## src/rtl/pipe_hazard_ctrl.sv

```systemverilog
//==============================================================================
// Module   : pipe_hazard_ctrl
// Purpose  : Pipeline hazard unit with X-stage forwarding, load-use stall,
//            branch flush and memory-wait freeze. Optional macro HZ_PERF_EN
//            adds saturating performance counters.
// Revision : 1.0 - initial release
//==============================================================================
`default_nettype none

module pipe_hazard_ctrl #(
  parameter int REG_AW    = 5,
  parameter int NUM_SRC   = 2,
  parameter int FWD_DEPTH = 2,
  parameter int SEL_W     = $clog2(FWD_DEPTH + 1)
) (
  input  logic                      clk,
  input  logic                      rst,
  input  logic                      d_valid,
  input  logic [NUM_SRC*REG_AW-1:0] d_rs,
  input  logic [NUM_SRC-1:0]        d_rs_used,
  input  logic [REG_AW-1:0]         d_rd,
  input  logic                      d_wen,
  input  logic                      d_is_load,
  input  logic                      x_br_taken,
  input  logic                      m_mem_req,
  input  logic                      m_mem_ack,
  output logic [NUM_SRC*SEL_W-1:0]  fwd_sel,
  output logic                      stall_pc,
  output logic                      stall_d,
  output logic                      freeze,
  output logic                      flush_d,
  output logic                      bubble_x
`ifdef HZ_PERF_EN
  ,
  output logic [31:0]               perf_stall_cyc,
  output logic [31:0]               perf_flush_cnt,
  output logic [31:0]               perf_lu_cnt
`endif
);

  logic                      x_valid_q;
  logic [NUM_SRC*REG_AW-1:0] x_rs_q;
  logic [NUM_SRC-1:0]        x_rs_used_q;
  logic [REG_AW-1:0]         x_rd_q;
  logic                      x_wen_q;
  logic                      x_is_load_q;

  logic [FWD_DEPTH-1:0]      sb_valid_q;
  logic [FWD_DEPTH-1:0]      sb_wen_q;
  logic [REG_AW-1:0]         sb_rd_q [FWD_DEPTH];

  logic mem_wait;
  logic br_kill;
  logic load_use;
  logic lu_hit;

  // Scan oldest to youngest so the youngest matching stage overrides.
  always_comb begin
    fwd_sel = '0;
    for (int i = 0; i < NUM_SRC; i++) begin
      for (int k = FWD_DEPTH - 1; k >= 0; k--) begin
        if (x_valid_q && x_rs_used_q[i] && sb_valid_q[k] && sb_wen_q[k] &&
            (sb_rd_q[k] != '0) && (sb_rd_q[k] == x_rs_q[i*REG_AW +: REG_AW])) begin
          fwd_sel[i*SEL_W +: SEL_W] = SEL_W'(k + 1);
        end
      end
    end
  end

  always_comb begin
    lu_hit = 1'b0;
    for (int i = 0; i < NUM_SRC; i++) begin
      if (d_rs_used[i] && (d_rs[i*REG_AW +: REG_AW] == x_rd_q)) begin
        lu_hit = 1'b1;
      end
    end
  end

  assign mem_wait = m_mem_req && !m_mem_ack && sb_valid_q[0];
  assign br_kill  = x_valid_q && x_br_taken;
  assign load_use = x_valid_q && x_is_load_q && x_wen_q && (x_rd_q != '0) &&
                    d_valid && lu_hit;

  always_comb begin
    stall_pc = 1'b0;
    stall_d  = 1'b0;
    freeze   = 1'b0;
    flush_d  = 1'b0;
    bubble_x = 1'b0;
    if (mem_wait) begin
      freeze   = 1'b1;
      stall_pc = 1'b1;
      stall_d  = 1'b1;
    end else if (br_kill) begin
      flush_d  = 1'b1;
      bubble_x = 1'b1;
    end else if (load_use) begin
      stall_pc = 1'b1;
      stall_d  = 1'b1;
      bubble_x = 1'b1;
    end
  end

  always_ff @(posedge clk or negedge rst) begin
    if (!rst) begin
      x_valid_q   <= 1'b0;
      x_rs_q      <= '0;
      x_rs_used_q <= '0;
      x_rd_q      <= '0;
      x_wen_q     <= 1'b0;
      x_is_load_q <= 1'b0;
      sb_valid_q  <= '0;
      sb_wen_q    <= '0;
      for (int k = 0; k < FWD_DEPTH; k++) begin
        sb_rd_q[k] <= '0;
      end
    end else if (!mem_wait) begin
      for (int k = 1; k < FWD_DEPTH; k++) begin
        sb_valid_q[k] <= sb_valid_q[k-1];
        sb_wen_q[k]   <= sb_wen_q[k-1];
        sb_rd_q[k]    <= sb_rd_q[k-1];
      end
      sb_valid_q[0] <= x_valid_q;
      sb_wen_q[0]   <= x_wen_q;
      sb_rd_q[0]    <= x_rd_q;
      x_valid_q     <= d_valid && !br_kill && !load_use;
      x_rs_q        <= d_rs;
      x_rs_used_q   <= d_rs_used;
      x_rd_q        <= d_rd;
      x_wen_q       <= d_wen;
      x_is_load_q   <= d_is_load;
    end
  end

`ifdef HZ_PERF_EN
  logic [31:0] perf_stall_q;
  logic [31:0] perf_flush_q;
  logic [31:0] perf_lu_q;

  always_ff @(posedge clk or negedge rst) begin
    if (!rst) begin
      perf_stall_q <= '0;
      perf_flush_q <= '0;
      perf_lu_q    <= '0;
    end else begin
      if (stall_pc && (perf_stall_q != '1)) perf_stall_q <= perf_stall_q + 32'd1;
      if (br_kill && !mem_wait && (perf_flush_q != '1)) perf_flush_q <= perf_flush_q + 32'd1;
      // A load-use bubble only lands when nothing of higher priority pre-empts it.
      if (load_use && !br_kill && !mem_wait && (perf_lu_q != '1)) perf_lu_q <= perf_lu_q + 32'd1;
    end
  end

  assign perf_stall_cyc = perf_stall_q;
  assign perf_flush_cnt = perf_flush_q;
  assign perf_lu_cnt    = perf_lu_q;
`endif

endmodule

`default_nettype wire

```

## config.mk

```make
export PLATFORM = sky130hd
export DESIGN_NAME = pipe_hazard_ctrl
export DESIGN_NICKNAME = d
export VERILOG_FILES = /design/src/rtl/pipe_hazard_ctrl.sv
export SDC_FILE = /design/constraint.sdc
export NUM_CORES = 1
export LEC_CHECK = 0
export ABC_AREA = 1
export CAP_MARGIN = 20
export CELL_PAD_IN_SITES_DETAIL_PLACEMENT = 1
export CELL_PAD_IN_SITES_GLOBAL_PLACEMENT = 2
export CORE_AREA = 2 2 88 90
export DETAILED_ROUTE_END_ITERATION = 7
export DIE_AREA = 0 0 90 92
export GPL_TIMING_DRIVEN = 0
export PLACE_DENSITY_LB_ADDON = 0.1
export SETUP_SLACK_MARGIN = 0.05
export SLEW_MARGIN = 20
export SYNTH_ARGS = -nofsm -noshare
export SYNTH_HDL_FRONTEND = slang
export SYNTH_SLANG_ARGS = --single-unit
export TNS_END_PERCENT = 1
```

## constraint.sdc

```tcl
create_clock -name clk -period 1.6 [get_ports clk]
set_clock_uncertainty 0.15 [all_clocks]
set_input_delay 0.48 -clock clk [delete_from_list [all_inputs] [get_ports clk]]
set_output_delay 0.48 -clock clk [all_outputs]
set_load 0.1 [all_outputs]
```

== Yosys cells after proc, flatten, opt, wreduce, memory -nomap -nowiden ==
Index checks and enable logic that the tools add are counted.
W data, S select, Z words.

* Reduce and logical (&&, ||, !) cells: 36
* $add $sub $neg: 0
* $lt $le $gt $ge: 0
* Multiplexer cells: 14
* Multiply operators: 0
* Bitwise logic cells: 0
* Divide/modulo/power cells: 0
* Eq/ne operators: 6
* Shifts and indexed selects: 0

{| class="wikitable"
|+ Operators by type and width
! operator !! number
|-
| $eq A5 B5 Y1 || 6
|-
| $logic_and A1 B1 Y1 || 30
|-
| $reduce_bool A5 Y1 || 3
|-
| $mux W1 || 10
|-
| $mux W2 || 4
|-
| $logic_not A1 Y1 || 3
|}

* Output and inout bits: 9
* Input bits: 25
* RAM bits: 0
* Logic and storage cells: 66
* Latch bits: 0
* Memories: 0
* Flip-flop bits (word level): 34
* Memory bits (read-only): 0

== Logic depth before layout (Yosys ltp) ==
Gate-level depths: netlist of run 1.

* Depth in word-level cells: 8
* Mapped depth: 9
* Depth with buffers taken out: 9

== Worst setup path after synthesis of run 1 ==
Ideal clock, no wire load.

* Kind: flip-flop to output port
* Start point: register x_valid_q
* End point: output fwd_sel[1]
* Slack: -1.935 ns
* Data required time: 0.970 ns
* Stages on the path, launching flop included: 6
* Data arrival time: 2.905 ns
* Path buffers: 0
* Cell sequence: dfrtp_1 -> nand2_1 -> a21oi_1 -> nand3_1 -> nor2_1 -> nor2_1

* Cells in the longest elaborated chain, start to end: 7
* Elaborated cells on any way between the ends: 11
* Those cells by class: mux: 2; reduce/logical: 9

{| class="wikitable"
|+ RTL lines
! item !! line !! source
|-
| from (decl) || 41 || <nowiki>logic x_valid_q;</nowiki>
|-
| from (signal assigned) || 126 || <nowiki>x_valid_q <= d_valid && !br_kill && !load_use;</nowiki>
|-
| $logic_and A1 B1 Y1 (*) || 62 || <nowiki>if (x_valid_q && x_rs_used_q[i] && sb_valid_q[k] && sb_wen_q[k] &&</nowiki>
|-
| $logic_and A1 B1 Y1 (3 in series) || 62 ||
|-
| $logic_and A1 B1 Y1 || 63 || <nowiki>(sb_rd_q[k] != '0) && (sb_rd_q[k] == x_rs_q[i*REG_AW +: REG_AW])) begin</nowiki>
|-
| $mux W2 || 62 ||
|-
| $mux W2 (*) || 62 ||
|-
| to (decl) || 27 || <nowiki>output logic [NUM_SRC*SEL_W-1:0] fwd_sel,</nowiki>
|}

Mark *: on every way between the ends. The rest lies on a longest branch, timed or not.

== Worst setup path in the final report of run 1 ==
* Start point: input d_rs[9]
* End point: output stall_pc

* Cells in the longest elaborated chain, start to end: 7

{| class="wikitable"
|+ RTL lines
! item !! line !! source
|-
| from (decl) || 19 || <nowiki>input logic [NUM_SRC*REG_AW-1:0] d_rs,</nowiki>
|-
| $eq A5 B5 Y1 || 73 || <nowiki>if (d_rs_used[i] && (d_rs[i*REG_AW +: REG_AW] == x_rd_q)) begin</nowiki>
|-
| $logic_and A1 B1 Y1 || 73 ||
|-
| $mux W1 || 73 ||
|-
| $logic_and A1 B1 Y1 || 82 || <nowiki>d_valid && lu_hit;</nowiki>
|-
| $mux W1 || 97 || <nowiki>end else if (load_use) begin</nowiki>
|-
| $mux W1 || 94 || <nowiki>end else if (br_kill) begin</nowiki>
|-
| $mux W1 || 90 || <nowiki>if (mem_wait) begin</nowiki>
|-
| to (decl) || 28 || <nowiki>output logic stall_pc,</nowiki>
|}

No other way between the ends.

==> results of run 1 <==
==> worst max-delay path: stages <==
cell and delay, ps:
dlygate4sd2_1 240, inv_2 50, nand2_1 50, nand2_1 70, nor2_2 130, nand3_1 100
nand2_2 100, nand2_4 80, o21ai_4 190, buf_12 120, buf_12 160
==> how the worst max path moves through the flow <==
stage | slack, ps | depth (start not counted) | to
finish | -790 | 11 | stall_pc
global route | -870 | 10 | stall_pc
CTS | -810 | 10 | stall_pc
detailed placement | -2070 | 11 | stall_pc
global placement | -2090 | 11 | stall_pc
floorplan | -810 | 9 | stall_pc
==> placed cells by master (no fill, tap or decap), types with 3 or more instances in the layout <==
cell type        count
nor2_2               4
clkdlybuf4s15_1      4
buf_2                3
nand3_1              8
clkbuf_8             5
dlygate4sd2_1       10
inv_1               19
dfrtp_2              4
inv_4                3
dfrtp_1             30
nand2_1             74
nand4_1              4
xnor2_1             12
buf_12              13
o21ai_0             29
clkdlybuf4s50_1      7
nand3_2              3
buf_4                9
nor3_1               3
inv_2               11
nand2_2              5
nor2_4               3
nor2_1              10
==> layout make-up <==
| class | instances | area [um^2] |
|---|---|---|
| fill | 939 | 4720 |
| clock inverter | 2 | 10.0 |
| sequential | 34 | 856 |
| multi-input combinational | 170 | 912 |
| buffer | 8 | 93.8 |
| tap | 102 | 128 |
| inverter | 35 | 154 |
| clock buffer | 5 | 68.8 |
| timing repair buffer | 44 | 502 |
==> per-stage QoR <==
stage                     hold slack, ps  std cells
after CTS                            347        394
final                                349        400
after floorplan                     34.4        247
after detailed placement             223        383
after global placement               312        382
after global routing                 373        400
==> metal layers <==
layer / share of wire / vias up
met5: 0 / -
met4: 0.0096 / 0
met3: 0.029 / 4
met2: 0.51 / 29
met1: 0.45 / 827
li1: - / 873
==> cells by family (layout without fill, tap and decap cells) <==
family,after synthesis,in the layout,share of synthesized area
AOI/OAI and AO/OA,37,37,0.113
DFF,34,34,0.456
buffers and inverters,43,94,0.103
xor gates and xnor gates,14,14,0.0658
and+or+nand+nor,119,119,0.262
==> power breakdown <==
part / internal (W) / total, W / leakage [nW] / switching, W
Clock: 0.000292 / 0.000609 / 0.0438 / 0.000317
Sequential: 0.000955 / 0.00107 / 0.400 / 0.000112
Combinational: 0.000266 / 0.000616 / 0.857 / 0.000350
Total: 0.00151 / 0.00229 / 1.30 / 0.000778
==> what timing repair did <==
item                       4_1_cts  5_1_grt
hold endpoints to repair         8        0
hold buffers                     1        0
setup endpoints to repair       35       10
pin swaps                       10       11
gates resized for setup        110       21
setup buffers                    3        6
==> flip-flops by register name, indices dropped and copies added (netlist names) <==
signal       cells
x_valid_q        1
x_is_load_q      1
x_rs_q          10
sb_valid_q       2
x_wen_q          1
x_rd_q           5
sb_wen_q         2
sb_rd_q         10
x_rs_used_q      2
==> impl_metrics.tcl, run 1 <==
set metrics [dict create \
    fp.coreArea_um2 7450 \
    dp_hpwl_um 4540 \
    initial_core_util 0.250 \
    cts-root-buf "clkbuf_8" \
    rows 32 \
    violations "negative setup slack" \
    portBuffers 33 \
    worstSetupStartpoint "d_rs[9]" \
    critPathRequiredTime_ps 970 \
    diodes 0 \
    htree_levels 2 \
    grt_start_max_net_pins 27 \
    yosysTopAreaCell "dfrtp_1" \
    netlist_instances 247 \
    ys_types 24 \
    place_congestion 0.803 \
    met3_usage 0.0271 \
    route.detailed.drc 0 \
    ff2ff_path_depth 11 \
    synth_seq_cells 34 \
    clk_pin_slew_ps 70 \
    yosysTopAreaCellShare 0.456 \
    grtUsageTotal 0.149 \
    max_cap_viol_count 0 \
    yosys_warnings 0 \
    design_area_um2 2720 \
    tns_ps -5340 \
    dpl_worst_slack_ps -2070 \
    max_freq_ghz 0.419 \
    synth-edff-count 0 \
    worstPathMaxFanout 2 \
    reg2reg_slack_ps 20 \
    p_per_area_nw_per_um2 841 \
    dpl-instance-area_um2 2410 \
    slew_violations 0 \
    grt_setup_unrepaired "yes" \
    startpoint_type "input port" \
    worstHoldStart "x_rs_used_q[0]" \
    vdd_drop_max_mv 0.304 \
    period_minus_slack_ps 2390 \
    drive_above_1_share 0.268 \
    synth_area_leaders "dfrtp_1 46%, nand2_1 16%, o21ai_0 7.8%, inv_1 6.4%, xnor2_1 5.6%" \
    vias 1733 \
    synthFlopType "dfrtp_1" \
    ys_seq_area_frac 0.456 \
    synth_area_um2 1860 \
    grt_overflow 0 \
    io_pins 34 \
    hold_path_depth 2 \
    path_class "in -> out" \
    cts_buffers 5 \
    clkSinkCount 34 \
    drt_iter0_drc 57 \
    num-nets-final 323 \
    clk_path_buf_depth 2 \
    power.total_w 0.00229 \
    final-setup-viol-count 9 \
    postSynthAreaPerCell_um2 7.55 \
    rr_endpoint "x_valid_q" \
    timing.final.crit_share 1.49 \
    cts_tree "yes" \
    drt_first_pass_iters 4 \
    synth_common_cells "79 x nand2_1, 34 x dfrtp_1, 32 x inv_1" \
    ys_async_sr_fraction 1.00 \
    syn2layout_area_growth_pct 46.1 \
    synth_fp_nets 272 \
    fp.dieW_um 90 \
    dieHeight_um 92 \
    insertion_delay_ps 280 \
    final_util 0.366 \
    p_leak_nw 1.30 \
    worst_slew_pin_slew_ps 268 \
    worstSetupEndpointType "primary output" \
    viasPerCell 4.33 \
    max_slew_margin 0.821 \
    grt_pass1_vias 1881 \
    timing.rr.start "x_rd_q[3]" \
    ant_nets 0 \
    drt-total-wl_um 5750 \
    hold_violations 0 \
    outcome "finished with violations" \
    antenna_found_initial 0 \
    grt_pass1_wl_um 9560 \
    setup_ws_ps -788 \
    min_to "x_rs_used_q[0]" \
    use_met2 0.269 \
    cp.arrival_ps 1760 \
    dieArea_um2 8280 \
    routedWlPerCell_um 14.4 \
    grt-busiest-layer "met2" \
    grt_util_met1 0.182 \
    yosysMostFrequentCell "nand2_1" \
    min_path_type "reg -> reg" \
]
(Power assumes the default switching activity.)
==> run 2: changes to the inputs <==
==> constraint.sdc (replaced) <==
create_clock -name clk -period 1.96 [get_ports clk]
set_clock_uncertainty 0.15 [all_clocks]
set_input_delay 0.588 -clock clk [delete_from_list [all_inputs] [get_ports clk]]
set_output_delay 0.588 -clock clk [all_outputs]
set_load 0.1 [all_outputs]
==> impl_metrics.tcl, run 2 (synthesized netlist as in run 1, its figures left out) <==
set metrics [dict create \
    outcome "finished with violations" \
    routedWlPerCell_um 14.6 \
    vias 1741 \
    max_slew_margin 0.825 \
    worstSetupEndpointType "primary output" \
    period_minus_slack_ps 2520 \
    initial_core_util 0.250 \
    cts_buffers 5 \
    grt_pass1_wl_um 9360 \
    cts-root-buf "clkbuf_8" \
    crit_slowest_cell "dfrtp_1" \
    nFillCells 934 \
    ant_nets 0 \
    slew_violations 0 \
    min_path_type "in -> async" \
    crit_path_cell_trace "buf_6, nand2_2, nand2_1, nor2_1, nand3_1, nand2_2, nand2_4, o21ai_4, buf_12, buf_16" \
    final-setup-viol-count 8 \
    dp_hpwl_um 4480 \
    worst_slew_pin_slew_ps 263 \
    dieArea_um2 8280 \
    fp.dieW_um 90 \
    startpoint_type "register" \
    clk_path_buf_depth 2 \
    rows 32 \
    path_class "reg -> out" \
    violations "negative setup slack" \
    cts_tree "yes" \
    reg_top3 "sb_rd_q: 10 flops, x_rs_q: 10 flops, x_rd_q: 5 flops" \
    critPathTopFamily "simple AND/OR/NAND/NOR gates" \
    htree_levels 2 \
    max_freq_ghz 0.397 \
    timing.final.crit_share 1.28 \
    fp.coreArea_um2 7450 \
    worstSetupStartpoint "x_rd_q[2]" \
    place_congestion 0.775 \
    tns_ps -3250 \
    setup_ws_ps -558 \
    timing.rr.start "x_rd_q[2]" \
    io_pins 34 \
    drt-total-wl_um 5850 \
    clk_pin_slew_ps 70 \
    cp.arrival_ps 1780 \
    antenna_found_initial 0 \
    seq_area_um2 857 \
    syn2layout_area_growth_pct 45.2 \
    portBuffers 33 \
    route.detailed.drc 0 \
    drt_first_pass_iters 4 \
    cts_hold_repair.buffers 0 \
    grt_start_max_net_pins 27 \
    grt_overflow 0 \
    drt_iter0_drc 90 \
    dieHeight_um 92 \
    grtUsageTotal 0.149 \
    grt_setup_unrepaired "yes" \
    worst-path-buf-inv 3 \
    worstPathMaxFanout 3 \
    multi_input_area_um2 933 \
    cpMostUsedCell "nand2_2" \
    drive_above_1_share 0.312 \
    p_leak_nw 1.28 \
    diodes 0 \
    max_cap_viol_count 0 \
    grt_pass1_vias 1795 \
    clkSinkCount 34 \
    layout_common_cells "74 x nand2_1, 29 x o21ai_0, 29 x dfrtp_1" \
    final_common_cell "nand2_1" \
    hold_violations 0 \
    cpPeakStageDelay_ps 420 \
    power.total_w 0.00193 \
    vdd_drop_max_mv 0.224 \
    num-nets-final 322 \
    p_per_area_nw_per_um2 713 \
    viasPerCell 4.35 \
    critPathRequiredTime_ps 1220 \
    insertion_delay_ps 290 \
]
-- run 2: cell types whose count changed in the layout (fill, tap and decap cells not counted), moves of 2 or more --
cell,previous run,this run
inv_4,3,1
buf_2,3,11
buf_12,13,9
dlygate4sd2_1,10,2
-- run 2: metrics by stage --
step	hold WS [ps]	cell area, um^2	instances	setup slack, ps	utilization
final	8.20	2710	400	-558	0.363
after global routing	13.5	2710	400	-671	0.363
after CTS	8.16	2660	396	-559	0.357
after detailed placement	320	2400	383	-1980	0.323
after global placement	311	2390	382	-1970	0.321
after floorplan	142	1930	247	-662	-
-- run 2: power breakdown --
part           internal, W  leakage, nW  switching, W
Combinational     0.000218        0.833      0.000292
Sequential        0.000780        0.398     0.0000965
Clock             0.000284       0.0482      0.000259
Total              0.00128         1.28      0.000647
-- run 2: cell type report --
type	count	share of cell area
Buffer	7	0.0254
Clock buffer	7	0.0319
Clock inverter	1	0.00185
Inverter	35	0.0596
Multi-Input combinational cell	170	0.345
Sequential cell	34	0.317
Tap cell	102	0.0472
Timing Repair Buffer	44	0.172
-- run 2: timing repair --
| action | 4_1_cts | 5_1_grt |
|---|---|---|
| resized for setup | 151 | 8 |
| endpoints found under the hold margin | 0 | 0 |
| setup endpoints to repair | 9 | 9 |
| pin swaps | 13 | 9 |
| setup buffers | 6 | 4 |
| cloned | 0 | 0 |
-- run 2: worst paths after layout --
check                                       to  slack, ps  depth (start not counted)
worst max-delay path                  stall_pc       -560                         10
worst min register to register  x_rs_used_q[1]        350                          2
worst max register to register       x_valid_q        430                         10
min in group clk                x_rs_used_q[1]        350                          2
max in group asynchronous            x_valid_q       1200                          2
worst min-delay path                 x_rs_q[5]          8                          1
-- run 2: layer usage --
layer	GRT usage	vias to the layer above	wire, um
met2	0.259	24	2910
li1	-	867	-
met3	0.0238	5	120
met5	0	-	0
met4	0.0462	0	73
met1	0.190	845	2740
